## config.mk

```make
export PLATFORM = sky130hd
export DESIGN_NAME = rgb565_packer
export DESIGN_NICKNAME = d
export VERILOG_FILES = /design/src/rtl/rgb565_packer_pkg.sv /design/src/rtl/rgb565_packer_pixel_fifo.sv /design/src/rtl/rgb565_packer.sv
export SDC_FILE = /design/constraint.sdc
export NUM_CORES = 1
export LEC_CHECK = 0
export CAP_MARGIN = 20
export CORE_ASPECT_RATIO = 1.2
export CORE_MARGIN = 10
export CORE_UTILIZATION = 55
export CTS_CLUSTER_SIZE = 14
export DETAILED_ROUTE_END_ITERATION = 16
export MAX_ROUTING_LAYER = met4
export PLACE_DENSITY = 0.72
export SYNTH_ARGS = -nofsm -noshare
export SYNTH_HDL_FRONTEND = slang
export SYNTH_SLANG_ARGS = --single-unit
```

## constraint.sdc

```tcl
create_clock -name i_sysclk -period 13.45 [get_ports i_sysclk]
set_input_delay 2.69 -clock i_sysclk [delete_from_list [all_inputs] [get_ports i_sysclk]]
set_output_delay 2.69 -clock i_sysclk [all_outputs]
set_load 0.005 [all_outputs]
```

## src/rtl/rgb565_packer_pkg.sv

```systemverilog
// Shared constants for the RGB565 packer: pixel/word widths, RGB565 field layout,
// the 2x2 Bayer dither matrix and the per-channel dither/pack helpers.
package rgb565_packer_pkg;

  localparam int CHAN_W = 8;
  localparam int PIX_W  = 16;
  localparam int WORD_W = 2 * PIX_W;
  localparam int FIFO_W = WORD_W + 1;

  localparam int R_LSB = 11;
  localparam int R_W   = 5;
  localparam int G_LSB = 5;
  localparam int G_W   = 6;
  localparam int B_LSB = 0;
  localparam int B_W   = 5;

  // Entry {y[0],x[0]} lives at bits [2*idx +: 2]: (0,0)=0, (0,1)=2, (1,0)=3, (1,1)=1.
  localparam logic [7:0] BAYER_TBL = {2'd1, 2'd3, 2'd2, 2'd0};

  function automatic logic [1:0] bayer_at(input logic y0, input logic x0);
    return BAYER_TBL[{y0, x0, 1'b0} +: 2];
  endfunction

  function automatic logic [CHAN_W-1:0] sat_add(input logic [CHAN_W-1:0] c,
                                                input logic [2:0]        d);
    logic [CHAN_W:0] sum;
    sum = {1'b0, c} + {{(CHAN_W-2){1'b0}}, d};
    return sum[CHAN_W] ? {CHAN_W{1'b1}} : sum[CHAN_W-1:0];
  endfunction

  function automatic logic [PIX_W-1:0] pack565(input logic [CHAN_W-1:0] r,
                                               input logic [CHAN_W-1:0] g,
                                               input logic [CHAN_W-1:0] b);
    logic [PIX_W-1:0] p;
    p = '0;
    p[R_LSB +: R_W] = r[CHAN_W-1 -: R_W];
    p[G_LSB +: G_W] = g[CHAN_W-1 -: G_W];
    p[B_LSB +: B_W] = b[CHAN_W-1 -: B_W];
    return p;
  endfunction

endpackage

```

## src/rtl/rgb565_packer_pixel_fifo.sv

```systemverilog
// Synchronous FIFO with a registered head: a word written at edge E is visible after E+1;
// a write when full with no pop is dropped (o_drop pulses) and contents are kept.
module pixel_fifo #(
  parameter int WIDTH = 33,
  parameter int DEPTH = 16
) (
  input  logic                     i_clk,
  input  logic                     i_rst,
  input  logic                     i_wr_vld,
  input  logic [WIDTH-1:0]         i_wr_dat,
  output logic                     o_rd_vld,
  output logic [WIDTH-1:0]         o_rd_dat,
  input  logic                     i_rd_rdy,
  output logic [$clog2(DEPTH):0]   o_count,
  output logic                     o_drop
);

  localparam int AW = $clog2(DEPTH);
  localparam int CW = AW + 1;

  logic [WIDTH-1:0] r_mem [DEPTH];
  logic [AW-1:0]    r_wr_ptr;
  logic [AW-1:0]    r_rd_ptr;
  logic [CW-1:0]    r_count;
  logic             r_vld;
  logic [WIDTH-1:0] r_dat;

  logic             w_pop;
  logic             w_full;
  logic             w_wr_ok;
  logic [AW-1:0]    w_rd_ptr_nxt;
  logic [CW-1:0]    w_left;

  always_comb begin
    w_pop        = r_vld & i_rd_rdy;
    w_full       = (r_count == CW'(DEPTH));
    w_wr_ok      = i_wr_vld & (~w_full | w_pop);
    w_rd_ptr_nxt = r_rd_ptr + AW'(w_pop);
    w_left       = r_count - CW'(w_pop);
  end

  always_ff @(posedge i_clk) begin
    if (w_wr_ok) begin
      r_mem[r_wr_ptr] <= i_wr_dat;
    end
  end

  // The head register only reloads from entries present before this edge, so a fresh
  // write into an empty FIFO is never bypassed to the output.
  always_ff @(posedge i_clk) begin
    if (i_rst) begin
      r_wr_ptr <= '0;
      r_rd_ptr <= '0;
      r_count  <= '0;
      r_vld    <= 1'b0;
      r_dat    <= '0;
    end else begin
      if (w_wr_ok) begin
        r_wr_ptr <= r_wr_ptr + AW'(1);
      end
      r_rd_ptr <= w_rd_ptr_nxt;
      r_count  <= w_left + CW'(w_wr_ok);
      r_vld    <= (w_left != '0);
      r_dat    <= (w_left != '0) ? r_mem[w_rd_ptr_nxt] : '0;
    end
  end

  assign o_rd_vld = r_vld;
  assign o_rd_dat = r_dat;
  assign o_count  = r_count;
  assign o_drop   = i_wr_vld & w_full & ~w_pop;

endmodule

```

## src/rtl/rgb565_packer.sv

```systemverilog
// Dithers RGB888 pixels to RGB565 and packs pixel pairs into 32-bit words; odd pixel at
// edge N gives o_valid after edge N+3. No input stall: a full FIFO drops words (sticky flag).
module rgb565_packer
  import rgb565_packer_pkg::*;
#(
  parameter int H_RES      = 320,
  parameter int V_RES      = 240,
  parameter int FIFO_DEPTH = 16
) (
  input  logic              i_sysclk,
  input  logic              i_arst,
  input  logic [CHAN_W-1:0] i_R,
  input  logic [CHAN_W-1:0] i_G,
  input  logic [CHAN_W-1:0] i_B,
  input  logic              i_valid,
  input  logic              i_sof,
  output logic [WORD_W-1:0] o_data,
  output logic              o_valid,
  input  logic              i_ready,
  output logic              o_eof,
  output logic              o_afull,
  output logic              o_overflow,
  output logic              o_sync_err
);

  localparam int X_W = $clog2(H_RES);
  localparam int Y_W = (V_RES > 1) ? $clog2(V_RES) : 1;
  localparam int CW  = $clog2(FIFO_DEPTH) + 1;

  logic [X_W-1:0]    r_x;
  logic [Y_W-1:0]    r_y;
  logic              r_sync_err;
  logic              r_overflow;

  logic              r_s1_vld;
  logic [PIX_W-1:0]  r_s1_pix;
  logic              r_s1_odd;
  logic              r_s1_eof;

  logic              r_half_vld;
  logic [PIX_W-1:0]  r_half;
  logic              r_wr_vld;
  logic [FIFO_W-1:0] r_wr_dat;

  logic [X_W-1:0]    w_x;
  logic [Y_W-1:0]    w_y;
  logic              w_x_last;
  logic              w_y_last;
  logic [1:0]        w_bayer;
  logic [PIX_W-1:0]  w_pix;
  logic              w_rd_vld;
  logic [FIFO_W-1:0] w_rd_dat;
  logic [CW-1:0]     w_count;
  logic              w_drop;

  // A start-of-frame pixel is placed at (0,0) regardless of where the counters were.
  always_comb begin
    w_x      = i_sof ? '0 : r_x;
    w_y      = i_sof ? '0 : r_y;
    w_x_last = (w_x == X_W'(H_RES - 1));
    w_y_last = (w_y == Y_W'(V_RES - 1));
    w_bayer  = bayer_at(w_y[0], w_x[0]);
    w_pix    = pack565(sat_add(i_R, {w_bayer, 1'b0}),
                       sat_add(i_G, {1'b0, w_bayer}),
                       sat_add(i_B, {w_bayer, 1'b0}));
  end

  always_ff @(posedge i_sysclk) begin
    if (i_arst) begin
      r_x        <= '0;
      r_y        <= '0;
      r_sync_err <= 1'b0;
    end else if (i_valid) begin
      if (w_x_last) begin
        r_x <= '0;
        r_y <= w_y_last ? '0 : w_y + Y_W'(1);
      end else begin
        r_x <= w_x + X_W'(1);
        r_y <= w_y;
      end
      if (i_sof && ((r_x != '0) || (r_y != '0))) begin
        r_sync_err <= 1'b1;
      end
    end
  end

  always_ff @(posedge i_sysclk) begin
    if (i_arst) begin
      r_s1_vld <= 1'b0;
      r_s1_pix <= '0;
      r_s1_odd <= 1'b0;
      r_s1_eof <= 1'b0;
    end else begin
      r_s1_vld <= i_valid;
      r_s1_pix <= w_pix;
      r_s1_odd <= w_x[0];
      r_s1_eof <= w_x_last & w_y_last;
    end
  end

  // An even pixel always replaces the held half-word, which is how a mid-line
  // start-of-frame discards the stale half; an odd pixel with no partner is dropped.
  always_ff @(posedge i_sysclk) begin
    if (i_arst) begin
      r_half_vld <= 1'b0;
      r_half     <= '0;
      r_wr_vld   <= 1'b0;
      r_wr_dat   <= '0;
    end else begin
      r_wr_vld <= 1'b0;
      if (r_s1_vld) begin
        if (!r_s1_odd) begin
          r_half     <= r_s1_pix;
          r_half_vld <= 1'b1;
        end else if (r_half_vld) begin
          r_wr_vld   <= 1'b1;
          r_wr_dat   <= {r_s1_eof, r_s1_pix, r_half};
          r_half_vld <= 1'b0;
        end
      end
    end
  end

  pixel_fifo #(
    .WIDTH (FIFO_W),
    .DEPTH (FIFO_DEPTH)
  ) u_pixel_fifo (
    .i_clk    (i_sysclk),
    .i_rst    (i_arst),
    .i_wr_vld (r_wr_vld),
    .i_wr_dat (r_wr_dat),
    .o_rd_vld (w_rd_vld),
    .o_rd_dat (w_rd_dat),
    .i_rd_rdy (i_ready),
    .o_count  (w_count),
    .o_drop   (w_drop)
  );

  always_ff @(posedge i_sysclk) begin
    if (i_arst) begin
      r_overflow <= 1'b0;
    end else if (w_drop) begin
      r_overflow <= 1'b1;
    end
  end

  assign o_valid    = w_rd_vld;
  assign o_data     = w_rd_dat[WORD_W-1:0];
  assign o_eof      = w_rd_dat[WORD_W];
  assign o_afull    = (w_count >= CW'(FIFO_DEPTH - 4));
  assign o_overflow = r_overflow;
  assign o_sync_err = r_sync_err;

endmodule

```

==> impl_results.md, run 1 <==
- Status: finished clean
- Placed cell areas: 26500 sq um
- Clk buf depth: 3
- Root Driver: clkbuf_16
- Synth warn: 0
- Die height: 254 um
- GRT Total Usage: 19.5%
- Depth of the worst register-to-register path: 8
- Setup Total Neg Slack: 0 ns
- Initial antenna violation count: 0
- Max Fclk: 161 MHz
- DRC violation total after the first TritonRoute iteration: 1093
- Syn avg cell area: 17.9 sq um
- Ys async rst share: 0%
- # clock sinks: 664
- Die width: 215 um
- Yosys reg bits: 664
- Mapped Nets: 1444
- Critical Path End Type: flop
- VDD IR max: 0.148 mV
- EDFF count, synth: 528
- Hold-critical path depth: 2
- Power density cells: 163 nW/um^2
- Diodes inserted: 0
- TritonCTS clock tree: built
- LEAKAGE: 9.51 nW
- Post-CTS Setup Inserts: 0
- Post-route ant nets: 0
- Syn Std Cell Area: 25100 sq um
- Clk pwr share: 35.9%
- Drt drc: 0
- Clock slew at reported path FFs: 0.06 ns
- Initial Util: 55.7%
- Slew headroom: 26.9%
- Rows: 85
- DR vias/cell: 5.97
- Cell area after layout: 28500 sq um
- DIE AREA: 54500 sq um
- Worst-Margin Slew: 1.09 ns
- Commonest non-fill, non-tap cell in the layout: edfxtp_1
- CP required: 13.87 ns
- Cells after DPL: 2022
- DR pass1 iterations: 5
- RSZ-0062 raised after global routing: no
- Yosys cell types: 52
- Fin worst setup slack: 7.25 ns
- Layout cell share with drive strength beyond 1: 18.2%
- Maximum Capacitance Violations: 0
- Worst-Skew Late Latency: 0.60 ns
- Nets: 1522
- Gr ovfl total: 0
- CTS H-Tree Depth: 2
- Vias in the first global route: 13000
- Post-DP HPWL: 28300 um
- Post-CTS Hold Buffers: 0
- Post-CTS resize count: 0
- Part of the power in registers: 48.7%
- Period utilisation layout: 46.1%
- Register area share after synthesis: 74.1%
- Via count: 12800
- Area Overhead vs Synth: 13.7%
- Worst Skew: 0.0244 ns
- Main synth FF type: edfxtp_1
- Tmin final: 6.20 ns
- Slew Limit Fails: 0
- Io pins: 66
- Comb power frac: 15.4%
- Kind of critical path: primary input to flop
- Internal Power: 3.60 mW
- Net Switching: 1.05 mW
- Core area: 45000 sq um
- Num CTS Buffers: 60
- CP arrival: 6.62 ns
- Worst hold-check path type: flop to flop
- Detailed-route wire length: 51900 um
- Setup-failing EPs final: 0
- Largest fanout on the critical path: 48
- Gpl congestion: 0.779
- First-pass GRT wire length: 78500 um
- Largest net degree at the start of global routing: 99
- Port-buffer cells: 63
- CP startpoint kind: primary input
- Final Hold Fails: 0
- Post-synthesis cell count: 1400
- Pre-CTS WS: 6.20 ns
- DR WL/cell: 24.3 um
- Net Sw Frac: 22.5%
- Final std cells w/o fill: 2138
- Commonest cells after routing, fill and taps aside: edfxtp_1 (528), dfxtp_1 (136), mux4_2 (132), nand2_1 (121), a21oi_1 (71)
[Yosys cell counts (all sizes together) (12+ instances only)]
| cell | instances | area [sq um] |
|---|---|---|
| nand2 | 122 | 458 |
| clkbuf | 47 | 176 |
| mux4 | 132 | 2970 |
| ha | 15 | 188 |
| edfxtp | 528 | 15900 |
| nand3 | 13 | 65.1 |
| inv | 12 | 45.0 |
| a21oi | 71 | 355 |
| mux2i | 67 | 671 |
| nor3 | 17 | 90.1 |
| nor2 | 52 | 195 |
| o22ai | 33 | 206 |
| buf | 31 | 151 |
| dfxtp | 136 | 2720 |
| o21ai | 13 | 65.1 |
[critical path, cell delays in order]
cell	delay [ns]
clkdlybuf4s50_1	0.42
and2_1	0.19
ha_4	0.91
buf_4	0.72
buf_4	0.35
buf_16	0.32
mux4_2	0.56
mux2i_1	0.16
o22ai_1	0.16
[cell families (layout without fill, tap and decap cells)]
kind of cell | count (synthesis) | after routing | synth area share (%)
flip-flops | 664 | 664 | 74.1
AND/OR/NAND/NOR | 268 | 268 | 5.05
multiplexers | 199 | 199 | 14.5
AO/OA/AOI/OAI | 151 | 151 | 3.57
buffers and inverters | 90 | 219 | 1.49
adder cells (fa/ha/maj) | 15 | 15 | 0.749
XOR/XNOR | 13 | 13 | 0.454
[path summary, 6_finish.rpt]
check / startpoint / endpoint / slack (ns)
max: i_ready / u_pixel_fifo.o_rd_dat[6]$_SDFF_PP0_ / 7.25
min: r_s1_eof$_SDFF_PP0_ / r_wr_dat[32]$_SDFFE_PP0P_ / 0.44
max reg2reg: u_pixel_fifo.o_rd_vld$_SDFF_PP0_ / u_pixel_fifo.o_rd_dat[6]$_SDFF_PP0_ / 9.42
min reg2reg: r_s1_eof$_SDFF_PP0_ / r_wr_dat[32]$_SDFFE_PP0P_ / 0.44
[metrics by stage]
step | hold WS, ns | power (mW) | util [%]
final | 0.435 | 4.65 | 63.3
after CTS | 0.436 | 4.69 | 63.2
after detailed placement | 0.427 | 3.03 | 58.9
after floorplan | 0.417 | 2.82 | -
after global routing | 0.469 | 4.82 | 63.3
after global placement | 0.430 | 3.02 | 58.9
[power groups by stage]
stage / sequential (mW) / combinational (mW) / clock (mW)
detailed placement: 2.31 / 0.721 / 0
global route: 2.27 / 0.777 / 1.78
CTS: 2.27 / 0.725 / 1.70
floorplan: 2.30 / 0.511 / 0
global placement: 2.31 / 0.716 / 0
finish: 2.26 / 0.716 / 1.67
[layer usage]
metal,track usage [%],routed length (um),up-vias
met5,-,0,-
met4,5.31,1060,0
met3,2.81,3310,73
met2,32.7,26500,420
met1,24.6,21000,6594
li1,-,-,5682
[cell type report]
cell class              instances  area [sq um]
repair buffers                 94           901
flip-flops and latches        664         18600
inverters                      12          45.0
clock inverters                26           263
well taps                     609           762
fillers                      3046         16500
multi-input cells             646          6260
clock buffers                  87          1680
[flip-flops by register name, summed over array words and instances (netlist names)]
register	flops
r_x	9
u_pixel_fifo.r_wr_ptr	4
r_wr_dat	33
r_half_vld	1
u_pixel_fifo.r_rd_ptr	4
o_overflow	1
u_pixel_fifo.o_rd_vld	1
r_s1_eof	1
u_pixel_fifo.o_rd_dat	33
u_pixel_fifo.o_count	5
r_s1_pix	16
r_wr_vld	1
r_y	8
r_s1_vld	1
o_sync_err	1
u_pixel_fifo.r_mem	528
r_half	16
r_s1_odd	1
(Power assumes the default switching activity.)
==> inputs of run 2 (changes only) <==
Clock period 13.45 ns to 6.4 ns, I/O delays scaled along.
==> run 2 against run 1 <==
  * Clock skew shrank 0.0042 ns
  * Largest power group unchanged
  * Non-clock buffer count grew 3
  * Largest cell class unchanged
  * Via count increased by 0.75%
  * Critical endpoint is now u_pixel_fifo.o_rd_dat[18]$_SDFF_PP0_
==> impl_results.md, run 2 (synthesized netlist as in run 1, its figures left out) <==
- Status: finished clean
- Clk buf depth: 3
- Nets: 1526
- Post-CTS resize count: 0
- Area Overhead vs Synth: 14.2%
- GRT Total Usage: 19.7%
- Post-CTS Setup Inserts: 0
- Post-CTS Hold Buffers: 0
- Drt drc: 0
- Biggest register: u_pixel_fifo.r_mem
- Initial Util: 55.7%
- Slew Limit Fails: 0
- Critical Path End Type: flop
- Layout cell share with drive strength beyond 1: 18.7%
- Vias in the first global route: 13200
- Worst hold-check path type: flop to flop
- DIE AREA: 54500 sq um
- Root Driver: clkbuf_16
- Die width: 215 um
- Rows: 85
- R2R Path Start: u_pixel_fifo.o_rd_vld$_SDFF_PP0_
- CTS H-Tree Depth: 2
- Maximum Capacitance Violations: 0
- Detailed-route wire length: 51700 um
- Power density cells: 343 nW/um^2
- Clock slew at reported path FFs: 0.06 ns
- DRC violation total after the first TritonRoute iteration: 1162
- Gr ovfl total: 0
- Worst Skew: 0.0201 ns
- TritonCTS clock tree: built
- Crit path from: i_ready
- Die height: 254 um
- Crit path capture: u_pixel_fifo.o_rd_dat[18]$_SDFF_PP0_
- # clock sinks: 664
- Gpl congestion: 0.806
- Largest fanout on the critical path: 24
- Num CTS Buffers: 61
- Via count: 12900
- Kind of critical path: primary input to flop
- Period utilisation layout: 62.0%
- Final Hold Fails: 0
- First-pass GRT wire length: 79300 um
- DR WL/cell: 24.1 um
- Post-DP HPWL: 28600 um
- Port-buffer cells: 63
- Post-route ant nets: 0
- Setup Total Neg Slack: 0 ns
- Slew headroom: 32.1%
- Worst-Skew Late Latency: 0.62 ns
- CP arrival: 4.46 ns
- Io pins: 66
- Diodes inserted: 0
- VDD IR max: 0.259 mV
- Max Fclk: 252 MHz
- Worst R2R End: u_pixel_fifo.o_rd_dat[18]$_SDFF_PP0_
- Layout fillers: 3051
- Largest register FFs: 528
- CP required: 6.89 ns
- Total power: 9.82 mW
- Core area: 45000 sq um
- DR vias/cell: 6.01
- Commonest cells after routing, fill and taps aside: edfxtp_1 (528), dfxtp_1 (136), mux4_2 (132), nand2_1 (121), a21oi_1 (71)
- Depth of the worst register-to-register path: 9
- DR pass1 iterations: 7
- CP startpoint kind: primary input
- Setup-failing EPs final: 0
- Tmin final: 3.97 ns
- Commonest non-fill, non-tap cell in the layout: edfxtp_1
- Initial antenna violation count: 0
- RSZ-0062 raised after global routing: no
- Register-to-register setup slack: 3.19 ns
- LEAKAGE: 9.58 nW
- Worst-Margin Slew: 1.02 ns
- Largest net degree at the start of global routing: 99
## run 2: cell count changes in the layout (fill, tap and decap cells not counted)
cell        change
buf_12          +7
buf_4           -4
bufinv_16       -1
clkbuf_1        -1
clkbuf_8        +1
clkinv_1        -3
clkinv_2        +5
clkinvlp_2      -1
clkinvlp_4      -2
inv_6           +3
## run 2: worst min-delay path by stage
stage	startpoint	endpoint	slack [ns]	cells past startpoint
after global placement	r_s1_eof$_SDFF_PP0_	r_wr_dat[32]$_SDFFE_PP0P_	0.43	2
after CTS	r_s1_eof$_SDFF_PP0_	r_wr_dat[32]$_SDFFE_PP0P_	0.45	2
after floorplan	r_s1_eof$_SDFF_PP0_	r_wr_dat[32]$_SDFFE_PP0P_	0.42	2
after detailed placement	r_s1_eof$_SDFF_PP0_	r_wr_dat[32]$_SDFFE_PP0P_	0.44	2
final	r_s1_eof$_SDFF_PP0_	r_wr_dat[32]$_SDFFE_PP0P_	0.44	2
after global routing	r_s1_eof$_SDFF_PP0_	r_wr_dat[32]$_SDFFE_PP0P_	0.46	2
## run 2: power by group
group	total, mW	internal (mW)	switching, mW
clock network	3.52	2.01	1.52
logic	1.55	0.863	0.683
registers	4.75	4.70	0.0525
## run 2: final cells by class
type	instances	area, sq um	area share, %
clock buffer	87	1690	5.92
clock inverter	27	253	0.884
inverter	12	45.0	0.157
multi-input combinational	646	6260	21.9
sequential	664	18600	64.9
tap	609	762	2.66
timing repair buffer	97	1010	3.53
## run 2: metrics by stage
| stage | util, % | setup WS, ns | instances | area (sq um) | hold slack [ns] |
|---|---|---|---|---|---|
| floorplan | - | 1.72 | 1400 | 25100 | 0.417 |
| global placement | 59.0 | 1.90 | 2023 | 26600 | 0.426 |
| detailed placement | 59.0 | 1.83 | 2023 | 26600 | 0.440 |
| CTS | 63.4 | 2.44 | 2137 | 28500 | 0.449 |
| global route | 63.6 | 2.28 | 2142 | 28600 | 0.463 |
| finish | 63.6 | 2.43 | 2142 | 28600 | 0.445 |
## run 2: critical path, stage by stage
cell and delay (ns):
clkdlybuf4s50_1 0.44, and2_1 0.20, ha_1 0.23, ha_1 0.23, xnor2_1 0.17, nor4b_1 0.17, a21oi_1 0.39, nand2b_2 0.59
buf_4 0.43, o22ai_1 0.31
## run 2: routing by layer
layer  wire (um)  vias up  track usage, %
met1       21200     6643            25.7
met3        3230       83            3.15
met5           0        -               -
met2       26300      448            31.9
met4         990        0            5.13
li1            -     5691               -
